`config.mk`:
```
export PLATFORM = sky130hd
export DESIGN_NAME = fdam_wr_req_gen_flat
export DESIGN_NICKNAME = d
export VERILOG_FILES = /design/src/rtl/fdam_wr_req_gen_pkg.sv /design/src/rtl/fdam_wr_req_gen_if.sv /design/src/rtl/fdam_credit_counter.sv /design/src/rtl/fdam_wr_req_gen.sv /design/src/flat_wrapper.sv
export SDC_FILE = /design/constraint.sdc
export NUM_CORES = 1
export LEC_CHECK = 0
export ABC_AREA = 1
export CORE_AREA = 2 2 152 154
export DETAILED_ROUTE_END_ITERATION = 7
export DIE_AREA = 0 0 154 156
export GPL_TIMING_DRIVEN = 0
export SYNTH_ARGS = -nofsm -noshare
export SYNTH_HDL_FRONTEND = slang
export SYNTH_SLANG_ARGS = --single-unit
```
`constraint.sdc`:
```
create_clock -name clk -period 6.5 [get_ports clk]
set_clock_uncertainty 0.2 [all_clocks]
set_input_delay 0.65 -clock clk [delete_from_list [all_inputs] [get_ports clk]]
set_output_delay 0.65 -clock clk [all_outputs]
set_load 0.05 [all_outputs]
```
`src/rtl/fdam_wr_req_gen_pkg.sv`:
```
// Shared types and default widths for the write-request generator.
package fdam_wr_req_gen_pkg;

  localparam int DEF_DATA_WIDTH  = 32;
  localparam int DEF_CREDIT_BITS = 5;

  typedef enum logic [1:0] {
    ST_IDLE = 2'd0,
    ST_RUN  = 2'd1,
    ST_DONE = 2'd2
  } state_t;

endpackage

```
`src/rtl/fdam_wr_req_gen_if.sv`:
```
// Control/request bundle between the channel controller, the arbiter lane and the generator.
interface fdam_wr_req_gen_if #(
  parameter int DATA_WIDTH = fdam_wr_req_gen_pkg::DEF_DATA_WIDTH
);
  logic                  start;
  logic [DATA_WIDTH-1:0] base_addr;
  logic [DATA_WIDTH-1:0] num_lines;
  logic                  line_ready;
  logic                  req_wr_available;
  logic                  req_wr_en;
  logic [DATA_WIDTH-1:0] req_wr_data;
  logic                  busy;
  logic                  done;
  logic                  overflow;

  modport master (
    input  start, base_addr, num_lines, line_ready, req_wr_available,
    output req_wr_en, req_wr_data, busy, done, overflow
  );

  modport slave (
    output start, base_addr, num_lines, line_ready, req_wr_available,
    input  req_wr_en, req_wr_data, busy, done, overflow
  );
endinterface

```
`src/rtl/fdam_credit_counter.sv`:
```
// Saturating up/down credit counter with a sticky overflow flag; shared by the read and write generators.
module fdam_credit_counter #(
  parameter int CREDIT_BITS = fdam_wr_req_gen_pkg::DEF_CREDIT_BITS
) (
  input  logic                   clk,
  input  logic                   rst,
  input  logic                   inc,
  input  logic                   dec,
  input  logic                   clr_ovf,
  output logic [CREDIT_BITS-1:0] count,
  output logic                   overflow
);

  localparam logic [CREDIT_BITS-1:0] MAX_CNT = '1;
  localparam logic [CREDIT_BITS-1:0] ONE     = CREDIT_BITS'(1);

  logic sat_hit;

  assign sat_hit = inc && !dec && (count == MAX_CNT);

  always_ff @(posedge clk or posedge rst) begin
    if (rst) begin
      count    <= '0;
      overflow <= 1'b0;
    end else begin
      if (inc && !dec && !sat_hit)
        count <= count + ONE;
      else if (dec && !inc && (count != '0))
        count <= count - ONE;
      // a saturation event in the same cycle as a clear still leaves the flag set
      overflow <= sat_hit || (overflow && !clr_ovf);
    end
  end

endmodule

```
`src/rtl/fdam_wr_req_gen.sv`:
```
// Per-channel write-request generator: one line-address request per staged credit, up to num_lines.
//
// state   | meaning
// IDLE    | waiting for start after reset
// RUN     | issuing requests while credits and the arbiter lane allow
// DONE    | all requests issued (or num_lines was 0); waits for next start
module fdam_wr_req_gen
  import fdam_wr_req_gen_pkg::*;
#(
  parameter int DATA_WIDTH  = DEF_DATA_WIDTH,
  parameter int CREDIT_BITS = DEF_CREDIT_BITS
) (
  input  logic               clk,
  input  logic               rst,
  fdam_wr_req_gen_if.master  bus
);

  localparam logic [DATA_WIDTH-1:0] ONE = DATA_WIDTH'(1);

  state_t                  state_q, state_d;
  logic [DATA_WIDTH-1:0]   base_q, num_q, idx_q;
  logic [CREDIT_BITS-1:0]  credits;
  logic                    start_acc, issue, last;

  fdam_credit_counter #(.CREDIT_BITS(CREDIT_BITS)) u_credits (
    .clk      (clk),
    .rst      (rst),
    .inc      (bus.line_ready),
    .dec      (issue),
    .clr_ovf  (start_acc),
    .count    (credits),
    .overflow (bus.overflow)
  );

  always_ff @(posedge clk or posedge rst) begin
    if (rst) state_q <= ST_IDLE;
    else     state_q <= state_d;
  end

  always_comb begin
    state_d   = state_q;
    start_acc = bus.start && (state_q != ST_RUN);
    issue     = (state_q == ST_RUN) && (credits != '0) && bus.req_wr_available
                && (idx_q < num_q);
    last      = (idx_q == num_q - ONE);
    case (state_q)
      ST_IDLE, ST_DONE: begin
        if (start_acc)
          state_d = (bus.num_lines != '0) ? ST_RUN : ST_DONE;
      end
      ST_RUN: begin
        if (issue && last)
          state_d = ST_DONE;
      end
      default: state_d = ST_IDLE;
    endcase
  end

  always_ff @(posedge clk or posedge rst) begin
    if (rst) begin
      base_q          <= '0;
      num_q           <= '0;
      idx_q           <= '0;
      bus.req_wr_en   <= 1'b0;
      bus.req_wr_data <= '0;
    end else begin
      if (start_acc) begin
        base_q <= bus.base_addr;
        num_q  <= bus.num_lines;
        idx_q  <= '0;
      end else if (issue) begin
        idx_q <= idx_q + ONE;
      end
      bus.req_wr_en <= issue;
      // address wraps modulo 2^DATA_WIDTH
      if (issue)
        bus.req_wr_data <= base_q + idx_q;
    end
  end

  assign bus.busy = (state_q == ST_RUN);
  assign bus.done = (state_q == ST_DONE);

endmodule

```
`src/flat_wrapper.sv`:
```
// flat-port wrapper written by rule: the top's interface ports become plain ports
module fdam_wr_req_gen_flat import fdam_wr_req_gen_pkg::*;
#(
  parameter int DATA_WIDTH  = DEF_DATA_WIDTH,
  parameter int CREDIT_BITS = DEF_CREDIT_BITS
)
  (clk, rst, bus_start, bus_base_addr, bus_num_lines, bus_line_ready, bus_req_wr_available, bus_req_wr_en, bus_req_wr_data, bus_busy, bus_done, bus_overflow);
  fdam_wr_req_gen_if #(.DATA_WIDTH(DATA_WIDTH)) bus_i ();
  input  logic clk;
  input  logic rst;
  input wire logic [$bits(bus_i.start)-1:0] bus_start;
  input wire logic [$bits(bus_i.base_addr)-1:0] bus_base_addr;
  input wire logic [$bits(bus_i.num_lines)-1:0] bus_num_lines;
  input wire logic [$bits(bus_i.line_ready)-1:0] bus_line_ready;
  input wire logic [$bits(bus_i.req_wr_available)-1:0] bus_req_wr_available;
  output wire logic [$bits(bus_i.req_wr_en)-1:0] bus_req_wr_en;
  output wire logic [$bits(bus_i.req_wr_data)-1:0] bus_req_wr_data;
  output wire logic [$bits(bus_i.busy)-1:0] bus_busy;
  output wire logic [$bits(bus_i.done)-1:0] bus_done;
  output wire logic [$bits(bus_i.overflow)-1:0] bus_overflow;
  assign bus_i.start = bus_start;
  assign bus_i.base_addr = bus_base_addr;
  assign bus_i.num_lines = bus_num_lines;
  assign bus_i.line_ready = bus_line_ready;
  assign bus_i.req_wr_available = bus_req_wr_available;
  assign bus_req_wr_en = bus_i.req_wr_en;
  assign bus_req_wr_data = bus_i.req_wr_data;
  assign bus_busy = bus_i.busy;
  assign bus_done = bus_i.done;
  assign bus_overflow = bus_i.overflow;
  fdam_wr_req_gen #(.DATA_WIDTH(DATA_WIDTH), .CREDIT_BITS(CREDIT_BITS)) u_core (.clk(clk), .rst(rst), .bus(bus_i));
endmodule
```
==> results of run 1 <==
report_power, final:
part / switching (mW) / internal [mW]
clock: 0.425 / 0.596
combinational: 1.65 / 0.835
sequential: 0.308 / 1.17
worst min-delay path: cells and delay by family, from the launching register on:
kind          cells  cell delay (ns)
simple gates      2             0.10
flops             1             0.34
Yosys cell counts, types with 7 or more instances:
master,n
nand4_1,22
xnor2_1,20
nand2_1,416
o21ai_0,107
inv_1,141
a21oi_1,68
xor2_1,52
o31ai_1,7
a31oi_1,8
nor2_1,123
nand3_1,78
clkbuf_1,20
o21bai_1,11
dfrtp_1,137
nor4_1,16
inv_2,7
nor3_1,33
ha_1,68
cells in the final DEF (no fill, tap or decap), types with 22 or more instances in the layout:
cell	instances
nand2_1	416
inv_1	140
dfrtp_1	137
nor2_1	123
o21ai_0	107
clkdlybuf4s50_1	104
nand3_1	78
a21oi_1	68
ha_1	68
xor2_1	52
nor3_1	33
nand4_1	22
cells by family (layout without fill, tap and decap cells):
| family | count (synthesis) | in the layout |
|---|---|---|
| and+or+nand+nor | 715 | 715 |
| AOI/OAI and AO/OA | 219 | 219 |
| buffers and inverters | 178 | 315 |
| DFF | 137 | 137 |
| xor gates and xnor gates | 72 | 72 |
| adders and majority gates | 70 | 70 |
flip-flops by register name, summed over array words and instances (netlist names):
name                       cells
u_core.base_q                 32
u_core.bus.req_wr_data        32
u_core.bus.req_wr_en           1
u_core.idx_q                  32
u_core.num_q                  32
u_core.state_q                 2
u_core.u_credits.count         5
u_core.u_credits.overflow      1
final timing paths:
path	startpoint	to	cells after the start
max	u_core.idx_q[23]	u_core.u_credits.count[4]	16
min	u_core.u_credits.count[4]	u_core.u_credits.count[4]	2
max reg2reg	u_core.idx_q[23]	u_core.u_credits.count[4]	16
min reg2reg	u_core.u_credits.count[4]	u_core.u_credits.count[4]	2
max in group asynchronous	rst	u_core.num_q[23]	3
min in group asynchronous	rst	u_core.base_q[5]	2
metrics by stage:
| stage | hold slack (ns) | worst slack (ns) |
|---|---|---|
| after floorplan | 0.241 | 1.98 |
| after global placement | 0.254 | -0.181 |
| after detailed placement | 0.263 | 2.77 |
| after CTS | 0.278 | 2.77 |
| after global routing | 0.308 | 2.54 |
| final | 0.277 | 2.74 |
metal layers:
layer	vias to the layer above	share of wire	wire (um)
met2	241	0.45	13700
met3	51	0.047	1430
met1	4420	0.47	14400
li1	4832	-	-
met5	-	0	0
met4	0	0.030	926
final cells by class:
class	count	area share
inverters	149	0.0475
multi-input cells	1076	0.483
flip-flops and latches	137	0.288
well taps	285	0.0299
repair buffers	105	0.0897
clock inverters	13	0.0131
clock buffers	19	0.0380
plain buffers	29	0.0105
==> qor.csv, run 1 <==
stage,metric,value,unit
outcome,run_status,"complete, no violations",
floorplan,die-area,24000,sq um
yosys,synthAdderAreaFrac,0.0902,
global_routing,groute.layer.met1.usage,0.350,
place,hpwl,23800,um
worst_setup_path,critPathMaxStageDelay,0.56,ns
worst_setup_path,cp_common_cell,nand2_1,
layout,final_nets,1654,
global_routing,global_route.usage.met3,0.0397,
yosys,synthTopCellsByArea,"dfrtp_1 (35%), nand2_1 (16%), ha_1 (8.6%)",
floorplan,die_outline_width,154,um
layout,flow.area_growth_from_synthesis,20.7,%
worst_setup_path,path_cells,ha_1 -> nand2_1 -> nor2_1 -> nand4_1 -> nor2_1 -> nand2_1 -> nand2_4 -> nand3_1 -> ha_1 -> a21o_1 -> a31oi_1 -> inv_1 -> o21ai_0 -> nand2_1 -> nand2_1 -> nand2_1,
global_routing,global_route.usage.met2,0.435,
floorplan,dieHeight,156,um
timing,final-max-slew-violation-count,0,
yosys,synth_simple_gate_area_frac,0.309,
timing,setup_viol,0,
yosys,synth_seq_cells,137,
yosys,async_flop_share,1.00,
layout,regArea,3430,sq um
timing,fmax,0.266,GHz
clocking,cts_root_buffer,clkbuf_16,
clocking,tritoncts,yes,
worst_setup_path,critPathKind,reg -> reg,
yosys,postSynthCellCount,1391,
yosys,synth_xor_area_frac,0.0639,
yosys,ys_dominant_reg_cell,dfrtp_1,
pwr,power_density,418,nW/um^2
timing,post-route-period-util,0.578,
clocking,cts-buffers-inserted,17,
clocking,clkSinkCount,137,
detailed_routing,detailedRoute.firstPassIterationCount,6,
timing,min_period,3.76,ns
timing,tightestPinTransition,0.675,ns
worst_setup_path,arrival,3.89,ns
timing,setup-tns-final,0,ns
detailed_routing,via_count,9544,
yosys,synthDominantAreaCellType,dfrtp_1,
yosys,post_synthesis_area_per_instance,7.10,sq um
pwr,irDropWorstVdd,0.221,mV
global_routing,globalRouteOverflowTotal,0,
floorplan,placement_rows,55,
clocking,ctsResizeCount,0,
timing,final-hold-violation-count,0,
yosys,synth.net_count,1530,
min_path,hold_class,reg -> reg,
layout,final_cell_area,11900,sq um
place,placed_cell_area,11300,sq um
detailed_routing,post-route-drc-count,0,
clocking,insertion_delay,0.44,ns
yosys,synth_compound_area_frac,0.120,
clocking,cts_hold_buffers,0,
yosys,synth.area.mux_share,0,
layout,fillCellCount,2185,
detailed_routing,finalWirelength,30500,um
global_routing,first_global_vias,9381,
pwr,total_leakage_power,5.64,nW
layout,antenna-diode-count,0,
worst_setup_path,critical_path_buffer_and_inverter_count,1,
floorplan,core_region_area,22400,sq um
global_routing,grt_start_max_net_pins,92,
yosys,share_of_synthesized_area_occupied_by_flip_flops_and_latches,0.347,
detailed_routing,wl_per_cell,16.8,um
detailed_routing,initial_drc_count,569,
detailed_routing,detail-route-antenna-nets,0,
global_routing,most_crowded_layer_gr,met2,
global_routing,initial_antenna_violation_count,0,
global_routing,grt_usage,0.263,
clocking,cts.repair_timing.setup_buffer_count,0,
worst_setup_path,worstPathMaxFanout,9,
global_routing,grt_first_pass_wirelength,49100,um
clocking,worst_setup_hold_path_clk_slew,0.06,ns
layout,final_layout_size_suffix_gt1_frac,0.0458,
yosys,synth_top_area_frac,0.347,
detailed_routing,vias_per_cell,5.26,
worst_setup_path,regToRegSetupSlack,2.74,ns
worst_setup_path,worst_setup_path_start_kind,flip-flop,
layout,post_layout_utilization_of_the_core,0.533,
yosys,ys_types,44,
worst_setup_path,slowest_stage,dfrtp_1,
yosys,synth_enable_flop_cells,0,
yosys,synth_top_family_by_area,simple AND/OR/NAND/NOR gates,
yosys,netlist_area_pre_place,9870,sq um
worst_setup_path,data_required_time_at_the_worst_endpoint,6.63,ns
floorplan,initial_utilization,0.441,
run,cap_viol_max_count,0,
timing,slew_headroom,0.550,
place,post-place-cells,1781,
pwr,power.total,4.98,mW
clocking,cts_buffer_depth,2,
clocking,ctsHtreeMaxLevel,4,
floorplan,ios,105,
layout,final_cells,1813,
timing,rsz_0062_raised_after_global_routing,false,
place,gp_congestion,0.916,
yosys,synth-warning-count,0,
worst_setup_path,element_type_at_the_critical_path_end,flip-flop,
layout,multi_input_comb_area,5760,sq um
place,portBuffers,104,
worst_setup_path,largest_delay_contributor_family_on_the_critical_path,simple AND/OR/NAND/NOR gates,
Power figures use the tool's default switching activity.
==> run 2: changes to the inputs <==
==> constraint.sdc (replaced) <==
create_clock -name clk -period 3.9 [get_ports clk]
set_clock_uncertainty 0.2 [all_clocks]
set_input_delay 0.39 -clock clk [delete_from_list [all_inputs] [get_ports clk]]
set_output_delay 0.39 -clock clk [all_outputs]
set_load 0.05 [all_outputs]
==> run 2 against run 1 <==
Critical path depth grew 2. Maximum frequency is 5.9% higher. Critical endpoint unchanged. Via count increased by 0.16%. Largest power group unchanged. Die area unchanged. Critical path type unchanged. Combinational power rose by 67%. Global-route usage about the same.
==> qor.csv, run 2 (synthesized netlist as in run 1, its figures left out) <==
stage,metric,value,unit,change
floorplan,placement_rows,55,,unchanged
pwr,irDropWorstVdd,0.418,mV,was 0.221 mV
floorplan,die-area,24000,sq um,unchanged
timing,tightestPinTransition,0.678,ns,was 0.675 ns
global_routing,grt_start_max_net_pins,40,,was 92
clocking,cts_buffer_depth,2,,unchanged
worst_setup_path,critical_path_buffer_and_inverter_count,2,,was 1
worst_setup_path,arrival,3.67,ns,was 3.89 ns
clocking,worst_setup_hold_path_clk_slew,0.07,ns,was 0.06 ns
clocking,ctsHtreeMaxLevel,4,,unchanged
detailed_routing,vias_per_cell,5.26,,about the same
floorplan,initial_utilization,0.441,,unchanged
timing,min_period,3.55,ns,was 3.76 ns
timing,final-max-slew-violation-count,0,,unchanged
timing,post-route-period-util,0.910,,was 0.578
place,gp_congestion,0.914,,was 0.916
floorplan,die_outline_width,154,um,unchanged
worst_setup_path,critPathMaxStageDelay,0.54,ns,was 0.56 ns
worst_setup_path,cp_common_cell,nand2_1,,unchanged
detailed_routing,detailedRoute.firstPassIterationCount,6,,unchanged
layout,fillCellCount,2232,,was 2185
detailed_routing,wl_per_cell,16.8,um,about the same
pwr,total_leakage_power,5.67,nW,was 5.64 nW
place,hpwl,24400,um,was 23800 um
worst_setup_path,data_required_time_at_the_worst_endpoint,4.02,ns,was 6.63 ns
timing,slew_headroom,0.544,,was 0.550
detailed_routing,post-route-drc-count,0,,unchanged
layout,flow.area_growth_from_synthesis,21.3,%,was 20.7%
layout,final_cell_area,12000,sq um,was 11900 sq um
global_routing,initial_antenna_violation_count,0,,unchanged
layout,layout_commonest_cell,nand2_1,,unchanged
place,portBuffers,104,,unchanged
pwr,power_density,695,nW/um^2,was 418 nW/um^2
detailed_routing,detail-route-antenna-nets,0,,unchanged
detailed_routing,via_count,9559,,was 9544
clocking,insertion_delay,0.43,ns,was 0.44 ns
timing,setup_viol,0,,unchanged
timing,rsz_0062_raised_after_global_routing,false,,unchanged
timing,setup-tns-final,0,ns,unchanged
layout,post_layout_utilization_of_the_core,0.535,,was 0.533
worst_setup_path,path_cells,ha_1 -> nand2_1 -> nor2_1 -> nand2_1 -> nand2_1 -> nand3_1 -> nand2_1 -> inv_2 -> nand2_4 -> nand3_2 -> ha_1 -> a21o_1 -> a31oi_1 -> inv_1 -> o21ai_0 -> nand2_1 -> nand2_1 -> nand2_1,,was ha_1 -> nand2_1 -> nor2_1 -> nand4_1 -> nor2_1 -> nand2_1 -> nand2_4 -> nand3_1 -> ha_1 -> a21o_1 -> a31oi_1 -> inv_1 -> o21ai_0 -> nand2_1 -> nand2_1 -> nand2_1
worst_setup_path,element_type_at_the_critical_path_end,flip-flop,,unchanged
floorplan,dieHeight,156,um,unchanged
min_path,hold_class,in -> async,,was reg -> reg
pwr,power.total,8.32,mW,was 4.98 mW
layout,layout_common_cells,"nand2_1 (416), inv_1 (140), dfrtp_1 (137), nor2_1 (123), o21ai_0 (107)",,unchanged
outcome,run_status,"complete, no violations",,unchanged
place,placed_cell_area,11400,sq um,was 11300 sq um
run,cap_viol_max_count,0,,unchanged
worst_setup_path,worstPathMaxFanout,9,,unchanged
worst_setup_path,critPathKind,reg -> reg,,unchanged
global_routing,globalRouteOverflowTotal,0,,unchanged
layout,final_nets,1657,,was 1654
layout,final_layout_size_suffix_gt1_frac,0.0483,,was 0.0458
worst_setup_path,slowest_stage,dfrtp_1,,unchanged
clocking,cts_root_buffer,clkbuf_16,,unchanged
detailed_routing,initial_drc_count,525,,was 569
layout,antenna-diode-count,0,,unchanged
timing,fmax,0.282,GHz,was 0.266 GHz
timing,final-hold-violation-count,0,,unchanged
worst_setup_path,worst_setup_path_start_kind,flip-flop,,unchanged
detailed_routing,finalWirelength,30400,um,was 30500 um
clocking,tritoncts,yes,,unchanged
global_routing,first_global_vias,9417,,was 9381
clocking,clkSinkCount,137,,unchanged
floorplan,ios,105,,unchanged
clocking,cts-buffers-inserted,17,,unchanged
global_routing,grt_first_pass_wirelength,49300,um,was 49100 um
worst_setup_path,largest_delay_contributor_family_on_the_critical_path,simple AND/OR/NAND/NOR gates,,unchanged
global_routing,grt_usage,0.263,,about the same
floorplan,core_region_area,22400,sq um,unchanged
run 2: cell count changes in the layout (fill, tap and decap cells not counted):
cell and delta:
buf_16 -1, inv_8 +4, clkbuf_8 -1, nand3_2 +1, inv_6 -3, buf_12 +4
nand3_1 -1
run 2: power breakdown:
| part | leakage (nW) | switching (mW) | total [mW] | internal (mW) |
|---|---|---|---|---|
| combinational | 3.62 | 2.75 | 4.15 | 1.40 |
| clock | 0.301 | 0.717 | 1.71 | 0.989 |
| sequential | 1.75 | 0.513 | 2.46 | 1.95 |
| total | 5.67 | 3.98 | 8.32 | 4.34 |
run 2: final timing paths:
| kind | start | endpoint | slack, ns | depth (start not counted) |
|---|---|---|---|---|
| hold / removal | rst | u_core.base_q[8] | 0.11 | 2 |
| setup / recovery | u_core.idx_q[23] | u_core.u_credits.count[4] | 0.35 | 18 |
| setup reg to reg | u_core.idx_q[23] | u_core.u_credits.count[4] | 0.35 | 18 |
| min in group clk | u_core.u_credits.count[4] | u_core.u_credits.count[4] | 0.28 | 2 |
| hold reg to reg | u_core.u_credits.count[4] | u_core.u_credits.count[4] | 0.28 | 2 |
| max in group asynchronous | rst | u_core.idx_q[26] | 2.62 | 4 |
run 2: area by class of cell:
cell class	count	area (sq um)	share of cell area
Clock buffer	18	439	0.0367
Buffer	29	125	0.0104
Clock inverter	14	176	0.0147
Timing Repair Buffer	108	1120	0.0936
Sequential cell	137	3430	0.286
Inverter	149	564	0.0471
Multi-Input combinational cell	1076	5760	0.481
Tap cell	285	357	0.0298
run 2: layer usage:
layer,track usage,share of wire,routed length (um),up-vias
met5,0,0,0,-
met4,0.0930,0.029,886,0
met3,0.0461,0.044,1350,53
met2,0.430,0.45,13800,232
met1,0.352,0.47,14400,4443
li1,-,-,-,4831
run 2: timing repair:
action / 4_1_cts / 5_1_grt
resized for setup: 0 / 1
setup endpoints to repair: 0 / 1
setup buffers: 0 / 0
hold buffers: 0 / 0
run 2: per-stage QoR:
| stage | instances | hold slack, ns | setup slack (ns) |
|---|---|---|---|
| global route | 1816 | 0.132 | 0.0721 |
| floorplan | 1391 | 0.241 | 0.928 |
| CTS | 1816 | 0.105 | 0.210 |
| detailed placement | 1784 | 0.265 | 0.236 |
| finish | 1816 | 0.108 | 0.352 |
| global placement | 1780 | 0.254 | 0.260 |
